`src/rtl/age_matrix_rs.sv`:
```
// age_matrix_rs -- unified reservation station with two-source wakeup and multi-port select.
//
// Holds up to RS_SIZE renamed micro-ops. Writeback broadcasts wake matching source tags.
// Each cycle up to ISSUE_WIDTH eligible entries are presented. An entry is freed on the
// valid/ready handshake of its issue port.
//
// Build option: macro RS_OLDEST_FIRST_EN
//   defined   -> an age matrix is kept and each issue port takes the oldest remaining eligible
//                entry.
//   undefined -> no age matrix; port k takes the k-th lowest-index eligible entry.
//
// Ports:
//   clk, rst          clock, synchronous active-high reset
//   flush_i           synchronous flush: masks issue/dispatch this cycle, empties the RS
//   wr_*              WR_WIDTH dispatch ports (valid/ready, two source tags with used/ready
//                     flags, opaque payload)
//   wb_valid_i/pdest  WB_WIDTH wakeup broadcast ports
//   issue_*           ISSUE_WIDTH issue ports (valid/ready, payload)
//   free_cnt_o        free entries, registered state only
module age_matrix_rs #(
    parameter int unsigned RS_SIZE     = 8,
    parameter int unsigned WR_WIDTH    = 2,
    parameter int unsigned ISSUE_WIDTH = 2,
    parameter int unsigned WB_WIDTH    = 4,
    parameter int unsigned PREG_NUM    = 64,
    parameter int unsigned PAYLOAD_W   = 64,
    parameter int unsigned PREG_W      = $clog2(PREG_NUM),
    parameter int unsigned CNT_W       = $clog2(RS_SIZE + 1)
) (
    input  logic                             clk,
    input  logic                             rst,
    input  logic                             flush_i,
    input  logic [WR_WIDTH-1:0]              wr_valid_i,
    output logic [WR_WIDTH-1:0]              wr_ready_o,
    input  logic [WR_WIDTH*PREG_W-1:0]       wr_psrc0_i,
    input  logic [WR_WIDTH*PREG_W-1:0]       wr_psrc1_i,
    input  logic [WR_WIDTH-1:0]              wr_psrc0_valid_i,
    input  logic [WR_WIDTH-1:0]              wr_psrc1_valid_i,
    input  logic [WR_WIDTH-1:0]              wr_psrc0_ready_i,
    input  logic [WR_WIDTH-1:0]              wr_psrc1_ready_i,
    input  logic [WR_WIDTH*PAYLOAD_W-1:0]    wr_payload_i,
    input  logic [WB_WIDTH-1:0]              wb_valid_i,
    input  logic [WB_WIDTH*PREG_W-1:0]       wb_pdest_i,
    output logic [ISSUE_WIDTH-1:0]           issue_valid_o,
    input  logic [ISSUE_WIDTH-1:0]           issue_ready_i,
    output logic [ISSUE_WIDTH*PAYLOAD_W-1:0] issue_payload_o,
    output logic [CNT_W-1:0]                 free_cnt_o
);
    localparam int unsigned IDX_W = $clog2(RS_SIZE);

    logic [RS_SIZE-1:0]   r_valid;
    logic [RS_SIZE-1:0]   r_s0_used;
    logic [RS_SIZE-1:0]   r_s0_rdy;
    logic [RS_SIZE-1:0]   r_s1_used;
    logic [RS_SIZE-1:0]   r_s1_rdy;
    logic [PREG_W-1:0]    r_s0_tag  [RS_SIZE];
    logic [PREG_W-1:0]    r_s1_tag  [RS_SIZE];
    logic [PAYLOAD_W-1:0] r_payload [RS_SIZE];

    logic [CNT_W-1:0]       w_free_cnt;
    logic [WR_WIDTH-1:0]    w_wr_ok;
    logic [RS_SIZE-1:0]     w_taken;
    logic [WR_WIDTH-1:0]    w_alloc_vld;
    logic [IDX_W-1:0]       w_alloc_idx [WR_WIDTH];
    logic [WR_WIDTH-1:0]    w_wr_s0_hit;
    logic [WR_WIDTH-1:0]    w_wr_s1_hit;
    logic [RS_SIZE-1:0]     w_s0_wake;
    logic [RS_SIZE-1:0]     w_s1_wake;
    logic [RS_SIZE-1:0]     w_elig;
    logic [RS_SIZE-1:0]     w_cand;
    logic [ISSUE_WIDTH-1:0] w_pick_vld;
    logic [IDX_W-1:0]       w_pick_idx [ISSUE_WIDTH];
    logic [ISSUE_WIDTH-1:0] w_issue_fire;

    function automatic logic wb_hit(input logic [PREG_W-1:0]          tag,
                                    input logic [WB_WIDTH-1:0]        vld,
                                    input logic [WB_WIDTH*PREG_W-1:0] pdest);
        logic hit;
        hit = 1'b0;
        for (int w = 0; w < int'(WB_WIDTH); w++) begin
            if (vld[w] && (pdest[w*PREG_W +: PREG_W] == tag)) hit = 1'b1;
        end
        return hit;
    endfunction

    // Free count and dispatch ready: registered state only.
    always_comb begin
        w_free_cnt = CNT_W'(RS_SIZE);
        for (int e = 0; e < int'(RS_SIZE); e++) begin
            if (r_valid[e]) w_free_cnt = w_free_cnt - CNT_W'(1);
        end
    end

    assign free_cnt_o = w_free_cnt;

    always_comb begin
        w_wr_ok = '0;
        for (int i = 0; i < int'(WR_WIDTH); i++) begin
            w_wr_ok[i] = (w_free_cnt > CNT_W'(i));
        end
    end

    assign wr_ready_o = flush_i ? '0 : w_wr_ok;

    // Accepted ports take the lowest free entries in port order. Entries freed by this
    // cycle's issue are still marked valid here, so they are not reused until next cycle.
    always_comb begin
        w_taken     = '0;
        w_alloc_vld = '0;
        for (int p = 0; p < int'(WR_WIDTH); p++) begin
            w_alloc_idx[p] = '0;
            if (wr_valid_i[p] && wr_ready_o[p]) begin
                for (int e = 0; e < int'(RS_SIZE); e++) begin
                    if (!w_alloc_vld[p] && !r_valid[e] && !w_taken[e]) begin
                        w_alloc_vld[p] = 1'b1;
                        w_alloc_idx[p] = IDX_W'(e);
                        w_taken[e]     = 1'b1;
                    end
                end
            end
        end
    end

    always_comb begin
        for (int p = 0; p < int'(WR_WIDTH); p++) begin
            w_wr_s0_hit[p] = wb_hit(wr_psrc0_i[p*PREG_W +: PREG_W], wb_valid_i, wb_pdest_i);
            w_wr_s1_hit[p] = wb_hit(wr_psrc1_i[p*PREG_W +: PREG_W], wb_valid_i, wb_pdest_i);
        end
        for (int e = 0; e < int'(RS_SIZE); e++) begin
            w_s0_wake[e] = wb_hit(r_s0_tag[e], wb_valid_i, wb_pdest_i);
            w_s1_wake[e] = wb_hit(r_s1_tag[e], wb_valid_i, wb_pdest_i);
        end
    end

    assign w_elig = r_valid & (r_s0_rdy | ~r_s0_used) & (r_s1_rdy | ~r_s1_used);

`ifdef RS_OLDEST_FIRST_EN
    // r_age[i][j] = 1: entry i is older than entry j.
    logic [RS_SIZE-1:0] r_age   [RS_SIZE];
    logic [RS_SIZE-1:0] w_later [WR_WIDTH];
    logic [RS_SIZE-1:0] w_blk;

    // Entries written by higher-numbered ports this cycle are younger than port p's entry.
    always_comb begin
        logic [RS_SIZE-1:0] acc;
        acc = '0;
        for (int p = int'(WR_WIDTH) - 1; p >= 0; p--) begin
            w_later[p] = acc;
            if (w_alloc_vld[p]) acc[w_alloc_idx[p]] = 1'b1;
        end
    end

    // An entry wins when no other remaining candidate is older than it.
    always_comb begin
        w_cand     = w_elig;
        w_pick_vld = '0;
        w_blk      = '0;
        for (int k = 0; k < int'(ISSUE_WIDTH); k++) begin
            w_pick_idx[k] = '0;
            for (int e = 0; e < int'(RS_SIZE); e++) begin
                w_blk    = w_cand & ~r_age[e];
                w_blk[e] = 1'b0;
                if (!w_pick_vld[k] && w_cand[e] && (w_blk == '0)) begin
                    w_pick_vld[k] = 1'b1;
                    w_pick_idx[k] = IDX_W'(e);
                    w_cand[e]     = 1'b0;
                end
            end
        end
    end

    // New entry: every other entry is older than it (column set), then its own row marks
    // only the same-cycle entries from later ports as younger.
    always_ff @(posedge clk) begin
        if (rst || flush_i) begin
            for (int e = 0; e < int'(RS_SIZE); e++) r_age[e] <= '0;
        end else begin
            for (int p = 0; p < int'(WR_WIDTH); p++) begin
                if (w_alloc_vld[p]) begin
                    for (int j = 0; j < int'(RS_SIZE); j++) begin
                        if (j != int'(w_alloc_idx[p])) r_age[j][w_alloc_idx[p]] <= 1'b1;
                    end
                end
            end
            for (int p = 0; p < int'(WR_WIDTH); p++) begin
                if (w_alloc_vld[p]) r_age[w_alloc_idx[p]] <= w_later[p];
            end
        end
    end
`else
    // Position priority: each port takes the lowest-index remaining candidate.
    always_comb begin
        w_cand     = w_elig;
        w_pick_vld = '0;
        for (int k = 0; k < int'(ISSUE_WIDTH); k++) begin
            w_pick_idx[k] = '0;
            for (int e = 0; e < int'(RS_SIZE); e++) begin
                if (!w_pick_vld[k] && w_cand[e]) begin
                    w_pick_vld[k] = 1'b1;
                    w_pick_idx[k] = IDX_W'(e);
                    w_cand[e]     = 1'b0;
                end
            end
        end
    end
`endif

    always_comb begin
        issue_valid_o   = '0;
        issue_payload_o = '0;
        for (int k = 0; k < int'(ISSUE_WIDTH); k++) begin
            issue_valid_o[k]                          = w_pick_vld[k] && !flush_i;
            issue_payload_o[k*PAYLOAD_W +: PAYLOAD_W] = r_payload[w_pick_idx[k]];
        end
    end

    assign w_issue_fire = issue_valid_o & issue_ready_i;

    // Wakeup may touch invalid entries; harmless since allocation overwrites the flags.
    always_ff @(posedge clk) begin
        if (rst || flush_i) begin
            r_valid <= '0;
        end else begin
            for (int e = 0; e < int'(RS_SIZE); e++) begin
                if (w_s0_wake[e]) r_s0_rdy[e] <= 1'b1;
                if (w_s1_wake[e]) r_s1_rdy[e] <= 1'b1;
            end
            for (int k = 0; k < int'(ISSUE_WIDTH); k++) begin
                if (w_issue_fire[k]) r_valid[w_pick_idx[k]] <= 1'b0;
            end
            for (int p = 0; p < int'(WR_WIDTH); p++) begin
                if (w_alloc_vld[p]) begin
                    r_valid[w_alloc_idx[p]]   <= 1'b1;
                    r_s0_tag[w_alloc_idx[p]]  <= wr_psrc0_i[p*PREG_W +: PREG_W];
                    r_s1_tag[w_alloc_idx[p]]  <= wr_psrc1_i[p*PREG_W +: PREG_W];
                    r_s0_used[w_alloc_idx[p]] <= wr_psrc0_valid_i[p];
                    r_s1_used[w_alloc_idx[p]] <= wr_psrc1_valid_i[p];
                    r_s0_rdy[w_alloc_idx[p]]  <= wr_psrc0_ready_i[p] | w_wr_s0_hit[p];
                    r_s1_rdy[w_alloc_idx[p]]  <= wr_psrc1_ready_i[p] | w_wr_s1_hit[p];
                    r_payload[w_alloc_idx[p]] <= wr_payload_i[p*PAYLOAD_W +: PAYLOAD_W];
                end
            end
        end
    end

endmodule

```
`config.mk`:
```
export PLATFORM = sky130hd
export DESIGN_NAME = age_matrix_rs
export DESIGN_NICKNAME = d
export VERILOG_FILES = /design/src/rtl/age_matrix_rs.sv
export SDC_FILE = /design/constraint.sdc
export NUM_CORES = 2
export LEC_CHECK = 0
export ABC_AREA = 0
export CORE_MARGIN = 4
export CORE_UTILIZATION = 61
export CTS_BUF_LIST = sky130_fd_sc_hd__clkbuf_2
export DETAILED_ROUTE_END_ITERATION = 7
export GPL_ROUTABILITY_DRIVEN = 1
export PLACE_DENSITY = 0.83
export RECOVER_POWER = 25
export SYNTH_ARGS = -nofsm -noshare
export SYNTH_HDL_FRONTEND = slang
export SYNTH_SLANG_ARGS = --single-unit
```
`constraint.sdc`:
```
create_clock -name clk -period 14.85 [get_ports clk]
set_clock_uncertainty 0.05 [all_clocks]
set_input_delay 2.97 -clock clk [delete_from_list [all_inputs] [get_ports clk]]
set_output_delay 2.97 -clock clk [all_outputs]
set_load 0.05 [all_outputs]
```
==> summary.txt <==
Clock tree
  • Sink Count: 648
  • Bufs on Longest Clock Path: 3
  • Clk_lat worst skew: 1.39 ns
  • CTS tree: built
  • CTS Hold Bufs: 0
  • CTS Buf Count: 167
  • Htree depth: 4
  • Clk slew on worst S/H paths: 0.11 ns
  • Postcts setup bufs: 0
  • PostCTS Resize Cnt: 0
  • Root Driver: clkbuf_2

Placed design
  • Place WS: 5.23 ns
  • HPWL Detailed: 79,800 um
  • # port buffers: 330
  • GPL Wtd Cong: 0.926
  • Area after DPL: 0.0461 sq mm

Power and ir drop
  • Total power: 3820 uW
  • Sw frac: 28.7%
  • Internal: 2720 uW
  • Clock power share: 32.9%
  • VDD IR-drop max: 0.0646 mV
  • Sw power: 1100 uW
  • Power Dens Cells: 80.5 mW/mm^2
  • Leak: 0.0164 uW
  • Seq pwr share: 53.3%
  • Comb power frac: 13.8%

Cells and area
  • Fillcell total: 5,013
  • Final Cell Area: 0.0475 sq mm
  • Final Util: 69.0%
  • Nets@finish: 4,333
  • Layout cells sized above 1: 20.6%
  • Layout area overhead: 11.8%

Run
  • Max cap viols: 12

Global routing
  • Initial antenna violation count: 30
  • Global Route Usage Sum: 37.3%
  • M1 GR Usage: 45.8%
  • Largest net degree at the start of global routing: 98
  • GR Util met2: 58.8%
  • Vias in the first global route: 35.3k
  • Gr ovfl total: 0
  • GR Util met3: 10.4%
  • GR peak layer: met2
  • First-pass GRT wire length: 211,000 um

Synth
  • Synth Register Bits: 648
  • Number of synthesis warnings: 0
  • XOR/XNOR Fraction of Synth Area: 10.2%
  • Post-Synth Adder-Cell Area: 0.248%
  • Area share of the largest cell type after synthesis: 45.3%
  • Post-Synth Simple-Gate Area: 11.7%
  • Post-synthesis cell count: 3,918
  • Post-synth EDFFs: 640
  • Fraction of registers with async set/reset: 0%
  • Main synth FF type: edfxtp_1
  • Mapped cell area: 0.0424 sq mm
  • Mux share of post-synthesis cell area: 19.1%
  • Synth unique cells: 81
  • Post-synth net total: 4,120
  • Syn avg cell area: 10.8 sq um
  • Area leader, netlist: edfxtp_1
  • Synth top area cells: edfxtp_1 (45%), mux2_2 (14%), nand2_1 (6.1%), xnor2_1 (5.5%), xor2_1 (4.6%)
  • Compound-gate portion of the synthesized area: 9.20%
  • Sequential area share after synthesis: 45.7%
  • Main combinational cell family by area after synthesis: multiplexers

Critical path
  • CP Buf/Inv Count: 3
  • Worst setup EP type: primary output
  • Max FO, Critical Path: 93
  • Crit path cell chain: o221ai_1 -> maj3_1 -> a22oi_1 -> o22ai_1 -> a32oi_1 -> or4_1 -> and3_4 -> buf_4 -> buf_4 -> nand2_1 -> a21oi_1 -> or4_1 -> clkdlybuf4s50_1
  • Cells on worst reg2reg path: 21
  • Max incr delay on CP: 0.98 ns
  • R2R Path Start: r_valid[2]
  • Critical path data arrival time: 8.30 ns
  • Critical Path Source Type: flip-flop
  • Critical path type: flip-flop to primary output
  • CP Depth: 13
  • R2R Setup Slk: 4.10 ns
  • Worst setup path start: r_valid[2]
  • CP max stage cell: buf_4
  • R2r endpoint: r_s1_tag[1][0]
  • Crit path required time: 11.83 ns
  • Cell family with most CP delay: buffers and inverters

Drt
  • WL final: 143,000 um
  • Vias/cell: 6.86
  • Initial drt markers: 5,712
  • Drc violations: 0
  • Vias: 35.7k
  • Initial DRT Pass Iterations: 8
  • Routed Antenna Nets: 0
  • Wire per inst: 27.6 um

Die
  • Io pins: 331
  • Chip Height: 272 um
  • Die ar.: 0.0739 sq mm
  • FP Rows: 96
  • Core area: 0.0688 sq mm
  • Initial Util: 61.7%
  • Die W: 272 um

Worst hold path
  • WHS Path Cells: 2
  • Worst Hold Class: flip-flop to flip-flop
  • Endpoint of the worst hold path: r_valid[0]
  • Min-delay src: r_valid[0]

STA
  • Max-slew headroom: -134%
  • Slew at the pin closest to its max-slew limit: 3.51 ns
  • RSZ-0062 raised after global routing: false
  • Final Hold Viols: 0
  • Peak Freq: 88.4 MHz
  • Setup slack after layout: 3.53 ns
  • Final min period: 11.32 ns
  • Final setup TNS: 0 ns
  • Pins Over Slew Limit: 358
  • Final setup fails: 0
  • Final Cycle Share: 76.2%

Outcome
  • Failing checks: max-capacitance violations, max-slew violations
  • Status: finished with violations
## power by group through the flow
stage	combinational, uW	clock (uW)	sequential, uW
after CTS	518	1260	2040
after detailed placement	515	0	2080
after global placement	502	0	2080
final	528	1260	2040
after floorplan	315	0	2070
after global routing	552	1350	2040
## cell usage after synthesis (all sizes together), types with 42 or more instances
cell	n
o21ai	98
xnor2	267
nand2	690
nor4	70
or4	81
nor2	42
a221oi	70
xor2	225
mux2	617
a21oi	279
clkbuf	204
mux2i	110
edfxtp	640
nand4	81
buf	147
a222oi	64
## stage by stage
step,hold slack (ns),std cells
2_1_floorplan,0.478,3918
3_3_place_gp,0.512,4893
3_5_place_dp,0.524,4893
4_1_cts,0.538,5177
5_1_grt,0.572,5196
6_report,0.548,5198
## worst max path at each step
stage	to	slack, ns
floorplan	r_payload[7][0]	2.82
global placement	issue_payload_o[91]	5.46
detailed placement	issue_payload_o[91]	5.23
CTS	issue_payload_o[91]	3.66
global route	issue_payload_o[98]	3.13
finish	issue_payload_o[91]	3.53
## cell usage in the layout, fill, tap and decap left out, types with 36 or more instances in the layout
| cell | Yosys | routed |
|---|---|---|
| a21oi_1 | 279 | 279 |
| a221oi_1 | 68 | 68 |
| a222oi_1 | 64 | 64 |
| buf_4 | 10 | 56 |
| clkbuf_2 | 0 | 231 |
| clkdlybuf4s50_1 | 0 | 319 |
| clkinv_1 | 0 | 36 |
| edfxtp_1 | 640 | 640 |
| mux2_1 | 88 | 94 |
| mux2_2 | 509 | 507 |
| mux2i_1 | 110 | 110 |
| nand2_1 | 690 | 689 |
| nand4_1 | 80 | 81 |
| nor2_1 | 40 | 38 |
| nor4_1 | 68 | 67 |
| o21ai_0 | 96 | 96 |
| or4_1 | 81 | 81 |
| xnor2_1 | 267 | 267 |
| xor2_1 | 225 | 225 |
## registers in the layout, summed over array words and instances, names as in the netlist
| name | cells |
|---|---|
| r_payload | 512 |
| r_s0_rdy | 8 |
| r_s0_tag | 48 |
| r_s0_used | 8 |
| r_s1_rdy | 8 |
| r_s1_tag | 48 |
| r_s1_used | 8 |
| r_valid | 8 |
## routing by layer
layer / vias up / share of wire [%]
met1: 16900 / 34
li1: 15100 / -
met5: - / 0.094
met2: 2978 / 46
met3: 666 / 14
met4: 18 / 6.0
## worst register-to-register path, stage by stage, from the launching register on
cell,delay [ns]
dfxtp_1,0.74
inv_1,0.30
fa_1,0.89
nor2_1,0.21
a22oi_1,0.25
a31oi_1,0.11
o21ai_0,0.41
nand2_1,0.15
ha_1,0.35
nand2_1,0.06
nor2_1,0.17
or4b_1,0.45
nand4_1,0.16
o211a_1,0.37
o21ai_0,0.27
a32oi_1,0.55
o21ai_0,0.62
nor4_4,0.40
clkbuf_1,1.96
o21bai_4,0.41
buf_4,0.54
buf_4,0.79
## area by class of cell
cell class                      instances  area (sq um)  area share, %
Sequential cell                       648         19400           40.8
Timing Repair Buffer                  395          3710           7.81
Tap cell                              931          1160           2.45
Inverter                               31           116          0.245
Antenna cell                           21          52.6          0.111
Multi-Input combinational cell       2888         21600           45.4
Clock inverter                         53           324          0.683
Clock buffer                          231          1160           2.44
## cell families (layout without fill, tap and decap cells)
logic type,Yosys count,in the layout
other,0,21
AND/OR/NAND/NOR,1063,1063
XOR/XNOR,493,493
buffers and inverters,382,710
adder cells (fa/ha/maj),8,8
flip-flops,648,648
AO/OA/AOI/OAI,597,597
multiplexers,727,727
Power figures use the tool's default switching activity.
